File: config.mk
export PLATFORM = sky130hd
export DESIGN_NAME = alu_nibble_sequencer
export DESIGN_NICKNAME = d
export VERILOG_FILES = /design/src/rtl/alu_seq_pkg.sv /design/src/rtl/alu_74181.sv /design/src/rtl/alu_nibble_sequencer.sv
export SDC_FILE = /design/constraint.sdc
export NUM_CORES = 1
export LEC_CHECK = 0
export ABC_AREA = 1
export ABC_CLOCK_PERIOD_IN_PS = 2750
export BUFFER_PORTS_ARGS = -buffer_cell sky130_fd_sc_hd__buf_2
export CORE_UTILIZATION = 52
export CTS_CLUSTER_DIAMETER = 100
export DETAILED_ROUTE_END_ITERATION = 7
export PLACE_DENSITY = 0.85
export SETUP_SLACK_MARGIN = 0.1
export SLEW_MARGIN = 20
export SYNTH_ARGS = -nofsm -noshare
export SYNTH_HDL_FRONTEND = slang
export SYNTH_SLANG_ARGS = --single-unit
File: constraint.sdc
create_clock -name clk_i -period 2.75 [get_ports clk_i]
set_input_delay 0.4125 -clock clk_i [delete_from_list [all_inputs] [get_ports clk_i]]
set_output_delay 0.4125 -clock clk_i [all_outputs]
set_load 0.03 [all_outputs]
File: src/rtl/alu_seq_pkg.sv
// Shared types for the nibble-serial ALU sequencer: FSM states, common S codes,
// and the bitwise (M=1) function table of the 4-bit slice.
package alu_seq_pkg;

    typedef enum logic [1:0] {
        IDLE = 2'd0,
        RUN  = 2'd1,
        DONE = 2'd2
    } state_t;

    localparam logic [3:0] ALU_S_ADD    = 4'b1001;  // M=0: A + B + cin
    localparam logic [3:0] ALU_S_SUB    = 4'b0110;  // M=0: A - B - 1 + cin
    localparam logic [3:0] ALU_S_PASS_A = 4'b0000;  // M=0: A + cin
    localparam logic [3:0] ALU_S_DOUBLE = 4'b1100;  // M=0: A + A + cin
    localparam logic [3:0] ALU_S_XOR    = 4'b0110;  // M=1
    localparam logic [3:0] ALU_S_AND    = 4'b1011;  // M=1

    function automatic logic [3:0] alu_logic(input logic [3:0] s,
                                             input logic [3:0] a,
                                             input logic [3:0] b);
        logic [3:0] f;
        case (s)
            4'b0000: f = ~a;
            4'b0001: f = ~(a | b);
            4'b0010: f = ~a & b;
            4'b0011: f = 4'b0000;
            4'b0100: f = ~(a & b);
            4'b0101: f = ~b;
            4'b0110: f = a ^ b;
            4'b0111: f = a & ~b;
            4'b1000: f = ~a | b;
            4'b1001: f = ~(a ^ b);
            4'b1010: f = b;
            4'b1011: f = a & b;
            4'b1100: f = 4'b1111;
            4'b1101: f = a | ~b;
            4'b1110: f = a | b;
            default: f = a;
        endcase
        return f;
    endfunction

endpackage

File: src/rtl/alu_74181.sv
// Combinational 4-bit 74181-style slice, active-high data, cin = +1.
// Each arithmetic function is expressed as the sum of two operand terms plus cin.
module alu_74181
    import alu_seq_pkg::*;
(
    input  logic [3:0] a_i,
    input  logic [3:0] b_i,
    input  logic [3:0] s_i,
    input  logic       m_i,
    input  logic       cin_i,
    output logic [3:0] f_o,
    output logic       cout_o
);

    logic [3:0] p;
    logic [3:0] q;
    logic [4:0] sum;

    // "minus 1" terms are an addend of all ones, which also yields the chip's carry behaviour
    always_comb begin
        p = a_i;
        q = 4'b0000;
        case (s_i)
            4'b0000: begin p = a_i;          q = 4'b0000;     end
            4'b0001: begin p = a_i | b_i;    q = 4'b0000;     end
            4'b0010: begin p = a_i | ~b_i;   q = 4'b0000;     end
            4'b0011: begin p = 4'b0000;      q = 4'b1111;     end
            4'b0100: begin p = a_i;          q = a_i & ~b_i;  end
            4'b0101: begin p = a_i | b_i;    q = a_i & ~b_i;  end
            4'b0110: begin p = a_i;          q = ~b_i;        end
            4'b0111: begin p = a_i & ~b_i;   q = 4'b1111;     end
            4'b1000: begin p = a_i;          q = a_i & b_i;   end
            4'b1001: begin p = a_i;          q = b_i;         end
            4'b1010: begin p = a_i | ~b_i;   q = a_i & b_i;   end
            4'b1011: begin p = a_i & b_i;    q = 4'b1111;     end
            4'b1100: begin p = a_i;          q = a_i;         end
            4'b1101: begin p = a_i | b_i;    q = a_i;         end
            4'b1110: begin p = a_i | ~b_i;   q = a_i;         end
            default: begin p = a_i;          q = 4'b1111;     end
        endcase
        sum    = {1'b0, p} + {1'b0, q} + {4'b0000, cin_i};
        f_o    = m_i ? alu_logic(s_i, a_i, b_i) : sum[3:0];
        cout_o = m_i ? 1'b0 : sum[4];
    end

endmodule

File: src/rtl/alu_nibble_sequencer.sv
// Runs one WIDTH-bit op through a 4-bit slice, one nibble per cycle; response valid NIBBLES
// cycles after accept; one op in flight, request held off (ready=0) until the response is taken.
module alu_nibble_sequencer
    import alu_seq_pkg::*;
#(
    parameter int WIDTH = 16
) (
    input  logic             clk_i,
    input  logic             rst_i,
    input  logic             req_valid_i,
    output logic             req_ready_o,
    input  logic [3:0]       req_s_i,
    input  logic             req_m_i,
    input  logic             req_cin_i,
    input  logic [WIDTH-1:0] req_a_i,
    input  logic [WIDTH-1:0] req_b_i,
    output logic             rsp_valid_o,
    input  logic             rsp_ready_i,
    output logic [WIDTH-1:0] rsp_f_o,
    output logic             rsp_cout_o,
    output logic             rsp_eq_o,
    output logic             busy_o
);

    localparam int NIBBLES = WIDTH / 4;
    localparam int IDXW    = (NIBBLES > 1) ? $clog2(NIBBLES) : 1;
    localparam logic [IDXW-1:0] IDX_LAST = IDXW'(NIBBLES - 1);

    state_t            state_q;
    logic [IDXW-1:0]   idx_q;
    logic              carry_q;
    logic [3:0]        s_q;
    logic              m_q;
    logic [WIDTH-1:0]  a_q;
    logic [WIDTH-1:0]  b_q;
    logic [WIDTH-1:0]  result_q;
    logic              cout_q;
    logic              ready_q;
    logic              valid_q;
    logic              busy_q;

    logic [WIDTH-1:0]  a_sh;
    logic [WIDTH-1:0]  b_sh;
    logic [3:0]        slice_f;
    logic              slice_cout;
    logic              carry_d;

    assign a_sh    = a_q >> {idx_q, 2'b00};
    assign b_sh    = b_q >> {idx_q, 2'b00};
    assign carry_d = m_q ? 1'b0 : slice_cout;

    alu_74181 u_slice (
        .a_i    (a_sh[3:0]),
        .b_i    (b_sh[3:0]),
        .s_i    (s_q),
        .m_i    (m_q),
        .cin_i  (carry_q),
        .f_o    (slice_f),
        .cout_o (slice_cout)
    );

    always_ff @(posedge clk_i or posedge rst_i) begin
        if (rst_i) begin
            state_q  <= IDLE;
            idx_q    <= '0;
            carry_q  <= 1'b0;
            s_q      <= 4'b0000;
            m_q      <= 1'b0;
            a_q      <= '0;
            b_q      <= '0;
            result_q <= '0;
            cout_q   <= 1'b0;
            ready_q  <= 1'b1;
            valid_q  <= 1'b0;
            busy_q   <= 1'b0;
        end else begin
            case (state_q)
                IDLE: begin
                    if (req_valid_i) begin
                        s_q      <= req_s_i;
                        m_q      <= req_m_i;
                        a_q      <= req_a_i;
                        b_q      <= req_b_i;
                        carry_q  <= req_cin_i;
                        idx_q    <= '0;
                        result_q <= '0;
                        cout_q   <= 1'b0;
                        ready_q  <= 1'b0;
                        busy_q   <= 1'b1;
                        state_q  <= RUN;
                    end
                end
                RUN: begin
                    result_q[4*idx_q +: 4] <= slice_f;
                    carry_q                <= carry_d;
                    idx_q                  <= idx_q + 1'b1;
                    if (idx_q == IDX_LAST) begin
                        idx_q   <= '0;
                        cout_q  <= carry_d;
                        valid_q <= 1'b1;
                        state_q <= DONE;
                    end
                end
                DONE: begin
                    if (rsp_ready_i) begin
                        valid_q <= 1'b0;
                        ready_q <= 1'b1;
                        busy_q  <= 1'b0;
                        state_q <= IDLE;
                    end
                end
                default: begin
                    ready_q <= 1'b1;
                    valid_q <= 1'b0;
                    busy_q  <= 1'b0;
                    state_q <= IDLE;
                end
            endcase
        end
    end

    assign req_ready_o = ready_q;
    assign rsp_valid_o = valid_q;
    assign busy_o      = busy_q;
    assign rsp_f_o     = result_q;
    assign rsp_cout_o  = cout_q;
    assign rsp_eq_o    = &result_q;

endmodule

### After elaboration in Yosys (flattened, before gate mapping)

Cells that the tools add are included.

* input bits: 42
* output and inout bits: 21
* register bits: 62
* logic and storage cells: 97

* shifts and indexed selects: 4
* add/subtract/negate cells: 4
* equal/unequal tests: 20
* muxes and demuxes: 27
* reduce and logical (&&, ||, !) cells: 16
* bitwise logic cells: 14

Operators by type and width (number)
* 4-bit one-hot mux with 15 select lines: 1
* 4-bit negator with 34-bit output: 1
* 4-bit by 34-bit variable shift with 16-bit output (first input constant): 1
* 4-bit by 34-bit indexed part select with 16-bit output: 1
* 16-bit one-hot mux with 2 select lines: 1
* 16-bit by 4-bit >> shifter with 4-bit output: 2
* 4-bit == test (second input constant): 7
* 4-bit one-hot mux with 6 select lines: 1
* 4-bit NOT: 5
* 4-bit one-hot mux with 5 select lines: 1
* 16-bit bitwise mux: 1
* 4-bit by 3-bit == test with 1-bit output (second input constant): 4
* 16-bit 2-to-1 mux: 1
* 16-bit AND reduction: 1
* 4-bit bitwise AND: 3
* 4-bit bitwise OR: 3
* 3-bit AND reduction: 4
* 3-bit OR reduction: 4
* 2-bit 2-to-1 mux: 5
* 1-bit one-hot mux with 3 select lines: 3
* 4-bit by 2-bit == test with 1-bit output (second input constant): 2
* 1-bit 2-to-1 mux: 8
* 2-bit inequality test (second input constant): 3
* 2-bit one-hot mux with 3 select lines: 1
* 16 further kinds: 21

### Longest topological paths before layout

* depth in word-level cells: 10
* gate-level depth with buffers: 20
* depth with buffers taken out: 19

### Hierarchy

A second synthesis with hierarchy kept.

* cells, all modules: 622
* area, all modules: 4290.4 µm²

Modules (own cells, without submodules)
* alu_nibble_sequencer: instances 1, area an instance 2900.3 µm², sequential area each 1552.7 µm², cells an instance 352
* alu_74181: instances 1, area an instance 1390.1 µm², sequential area each 0.0 µm², cells an instance 270

### Worst setup path before layout

No wires, ideal clock.

* path type: flip-flop to flip-flop
* start: register idx_q[0]
* end: register cout_q (netlist: rsp_cout_o)
* stages on the path, launching flop included: 20
* path slack: -0.182 ns
* arrival: 2.799 ns
* buffers on the path: 2
* required time: 2.617 ns
* clock period less this slack: 2.932 ns
* setup time: 0.133 ns
* cell sequence: dfrtp_1 buf_4 buf_2 nand2_1 nand3_1 nand2_1 inv_1 ha_1 nand2_1 nand3_1 a211oi_1 fa_1 inv_1 fa_1 a21oi_1 nor2_1 o21ai_0 nor2_1 inv_1 o21ai_0

* longest elaborated chain between the ends: 9
* elaborated cells between the ends (all ways): 17
* those cells by class: add/sub: 2; eq/ne: 2; shift: 2; mux: 5; bitwise: 5; reduce/logical: 1

RTL lines
* start, declared: RTL line alu_nibble_sequencer.sv:30 `logic [IDXW-1:0] idx_q;`
* start signal, assigned: RTL line alu_nibble_sequencer.sv:96 `idx_q <= idx_q + 1'b1;`
* 16-bit by 4-bit >> shifter with 4-bit output: RTL line alu_nibble_sequencer.sv:49 `assign b_sh = b_q >> {idx_q, 2'b00};`
* 4-bit NOT
* 4-bit bitwise AND / 4-bit bitwise OR (equally long branches)
* 4-bit one-hot mux with 6 select lines / 4-bit one-hot mux with 5 select lines (equally long branches): RTL line alu_74181.sv:23 `case (s_i)`
* 4-bit by 4-bit adder with 5-bit output: RTL line alu_74181.sv:41 `sum = {1'b0, p} + {1'b0, q} + {4'b0000, cin_i};`
* 5-bit by 1-bit adder with 5-bit output: RTL line alu_74181.sv:41
* 1-bit 2-to-1 mux: RTL line alu_nibble_sequencer.sv:50 `assign carry_d = m_q ? 1'b0 : slice_cout;`
* 1-bit 2-to-1 mux: RTL line alu_nibble_sequencer.sv:97 `if (idx_q == IDX_LAST) begin`
* 1-bit one-hot mux with 2 select lines: RTL line alu_nibble_sequencer.sv:77 `case (state_q)`
* end signal, assigned: RTL line alu_nibble_sequencer.sv:99 `cout_q <= carry_d;`
* end, declared: RTL line alu_nibble_sequencer.sv:37 `logic cout_q;`

Several ways; a longest one is shown, not always the timed one. The select of a mux whose other input is x is not followed.
A chain may end at the register's enable or synchronous reset.

### Worst setup path in the final report

Ends and elaborated chain as after synthesis.

==> summary.md <==
| Metric | Value |
|---|---|
| Status | complete, but fails checks |
| Failing checks | negative setup slack |
| Final Max Slew Viols | 0 |
| Crit path capture type | flop |
| Crit path launch type | flop |
| Hold Startpoint | req_b_i[6] |
| Final min period | 2884 ps |
| Most numerous cell in the Yosys netlist | nand2_1 |
| GRT Util Overall | 30.74% |
| Fraction of the cycle the final worst path needs | 104.9% |
| Final Hold Vio Count | 0 |
| Total clock sinks | 62 |
| DP Area | 4821 sq um |
| Hold path depth | 3 |
| Cell Area, Synth | 4046 sq um |
| Hold crit path type | input pin to flop |
| Worst path required time | 2970 ps |
| Reg2reg path depth | 20 |
| Antenna diodes | 0 |
| Final ANT Viol Nets | 0 |
| Vias in the first global route | 4299 |
| Commonest cells in the netlist | nand2_1, dfrtp_1, inv_1, nor2_1, nand3_1 |
| H-tree depth | 3 |
| Slowest CP cell | dfrtp_2 |
| Maximum root-to-sink buffer count | 2 |
| Worst-margin pin slew | 870.0 ps |
| GR Overflow Total | 0 |
| R2r startpoint | idx_q[0] |
| Max-slew headroom | 41.47% |
| Routability cong. | 0.9464 |
| Via Count | 4430 |
| Reg clk slew, reported paths | 80 ps |
| FF-to-FF setup slack | -130 ps |
| IO buf count | 62 |
| Clk_lat worst skew | 350 ps |
| # IOs | 63 |
| Final non-filler cell total | 799 |
| Pin count of the biggest net entering global routing | 63 |
| Achievable Freq | 0.3468 GHz |
| Worst setup margin | -133.5 ps |
| Critical Path Fanout Max | 7 |
| Die footprint | 8138 sq um |
| Placed Cells | 763 |
| Cell variety after synth | 44 |
| Total iterations of the first detailed-routing run | 5 |
| Seq cells post-synth | 62 |
| Number of buffers created by CTS | 9 |
| Die W | 90.21 um |
| DRC Markers | 0 |
| Hold Crit Endpoint | b_q[6] |
| Nets | 762 |
| EDFF count, synth | 0 |
| Ys async rst share | 100.0% |
| Unrepaired setup endpoints after global routing | yes |
| Finished Cell Area | 5504 sq um |
| Sequential element share of the synthesized area | 38.37% |
| CP peak stage delay | 450 ps |
| Clock skew | 16.37 ps |
| Data arrival, critical path | 3110 ps |
| CTS tree | built |
| Critical path class | flop to flop |
| Syn Area/Cell | 7.025 sq um |
| Syn_nets | 643 |
| Vias per inst | 5.544 |
| Mapped Cells | 576 |
| Syn-to-layout area delta | 36.02% |
| Top cells by area, synth | dfrtp_1, nand2_1, ha_1 |
| FF-to-FF End | rsp_cout_o |
| HPWL after DPL | 8.221 mm |
| First-pass GRT wire length | 19.98 mm |
| Initial core utilization | 54.91% |
| Std-Cell Rows | 31 |
| CTS Hold Bufs | 0 |
| Antenna violations before repair | 0 |
| Setup violations, final | 14 |
| Share of the synthesized area in the top cell type | 37.72% |
| Crit-path cells | clkinv_4, buf_12, nand2_4, nand3_2, nand2_4, buf_6, ha_4, inv_2, nand2_2, o21ai_4, o31ai_4, fa_2, inv_2, fa_2, a21oi_2, nor2_1, o21ai_1, nor2_1, inv_1, o21ai_1 |
| Initial drt markers | 405 |
| Layout cells sized above 1 | 33.57% |
| Yosys Warn Count | 0 |
| Root Driver | clkbuf_8 |
| WL/cell | 15.64 um |
| Cell taking the most area after synthesis | dfrtp_1 |
| Final wirelength | 12.50 mm |
| Max Cap Viol | 0 |
| Die Y | 90.21 um |
| Synth Flop Type | dfrtp_1 |
| CORE AREA | 7370 sq um |
==> cell usage in the layout, fill, tap and decap left out, types with 6 or more instances in the layout <==
cell	count
clkbuf_8	11
inv_2	13
nand4_1	15
inv_1	36
buf_4	55
buf_2	62
o21ai_1	10
nand2_2	19
nand3_2	13
ha_1	11
nand2_1	243
nand3_1	16
o21ai_0	12
nor2_2	6
nor2_1	33
nand2_4	8
ha_4	8
dfrtp_1	60
==> worst max-delay path by stage <==
stage / from / endpoint / slack [ps] / cells after the start
floorplan: idx_q[0] / rsp_cout_o / 20 / 20
global placement: idx_q[0] / rsp_cout_o / -150 / 19
detailed placement: idx_q[0] / rsp_cout_o / -200 / 19
CTS: idx_q[0] / rsp_cout_o / -90 / 19
global route: idx_q[0] / carry_q / -280 / 18
finish: idx_q[0] / rsp_cout_o / -130 / 20
==> registers in the layout (all words and copies together), names as in the netlist <==
signal       count
busy_o           1
rsp_f_o         16
carry_q          1
req_ready_o      1
rsp_valid_o      1
s_q              4
state_q          2
m_q              1
rsp_cout_o       1
b_q             16
idx_q            2
a_q             16
==> critical path, delay by kind of cell (launching register included) <==
| kind | cells | cell delay [ps] |
|---|---|---|
| buffers and inverters | 6 | 520 |
| adder cells (fa/ha/maj) | 3 | 730 |
| AO/OA/AOI/OAI | 5 | 670 |
| AND/OR/NAND/NOR | 6 | 400 |
| flip-flops | 1 | 450 |
==> per-stage QoR <==
stage / utilization [%] / setup slack, ps / TNS [ps] / hold slack [ps]
finish: 74.69 / -133.5 / -967.0 / 261.5
global route: 74.69 / -280.6 / -2917 / 271.5
CTS: 71.10 / -92.84 / -379.9 / 256.9
detailed placement: 65.42 / -195.6 / -1943 / 465.0
global placement: 65.42 / -148.0 / -1281 / 451.2
floorplan: - / 16.58 / 0 / 448.7
==> logic make-up (layout without fill, tap and decap cells) <==
kind of cell    count (synthesis)  count (layout)  share of synthesized area (%)
simple gates                  370             370                          39.09
buf+inv                        67             191                          6.617
flops                          62              62                          38.37
compound gates                 52              52                          7.824
fa+ha+maj                      25              25                          8.102
==> routing by layer <==
layer | share of wire [%] | routed length [um] | GRT usage [%]
met5 | 0 | 0 | 0
met4 | 4.7 | 587 | 12.10
met3 | 6.8 | 852 | 5.245
met2 | 48 | 5948 | 52.10
met1 | 41 | 5109 | 39.09
==> what timing repair did <==
| action | in CTS | in global routing |
|---|---|---|
| gates resized for setup | 27 | 50 |
| pin swaps | 23 | 19 |
| buffers inserted | 13 | 7 |
| setup endpoints to repair | 18 | 18 |
==> area by class of cell <==
| type | instances | area, sq um |
|---|---|---|
| multi-input combinational | 447 | 2615 |
| fill | 516 | 1866 |
| sequential | 62 | 1554 |
| timing repair buffer | 122 | 797.0 |
| inverter | 53 | 211.5 |
| clock buffer | 13 | 158.9 |
| tap | 99 | 123.9 |
| clock inverter | 3 | 43.79 |
Power is not shown: default switching activity piles up to over one toggle a cycle in this logic, so the estimate is an artifact.
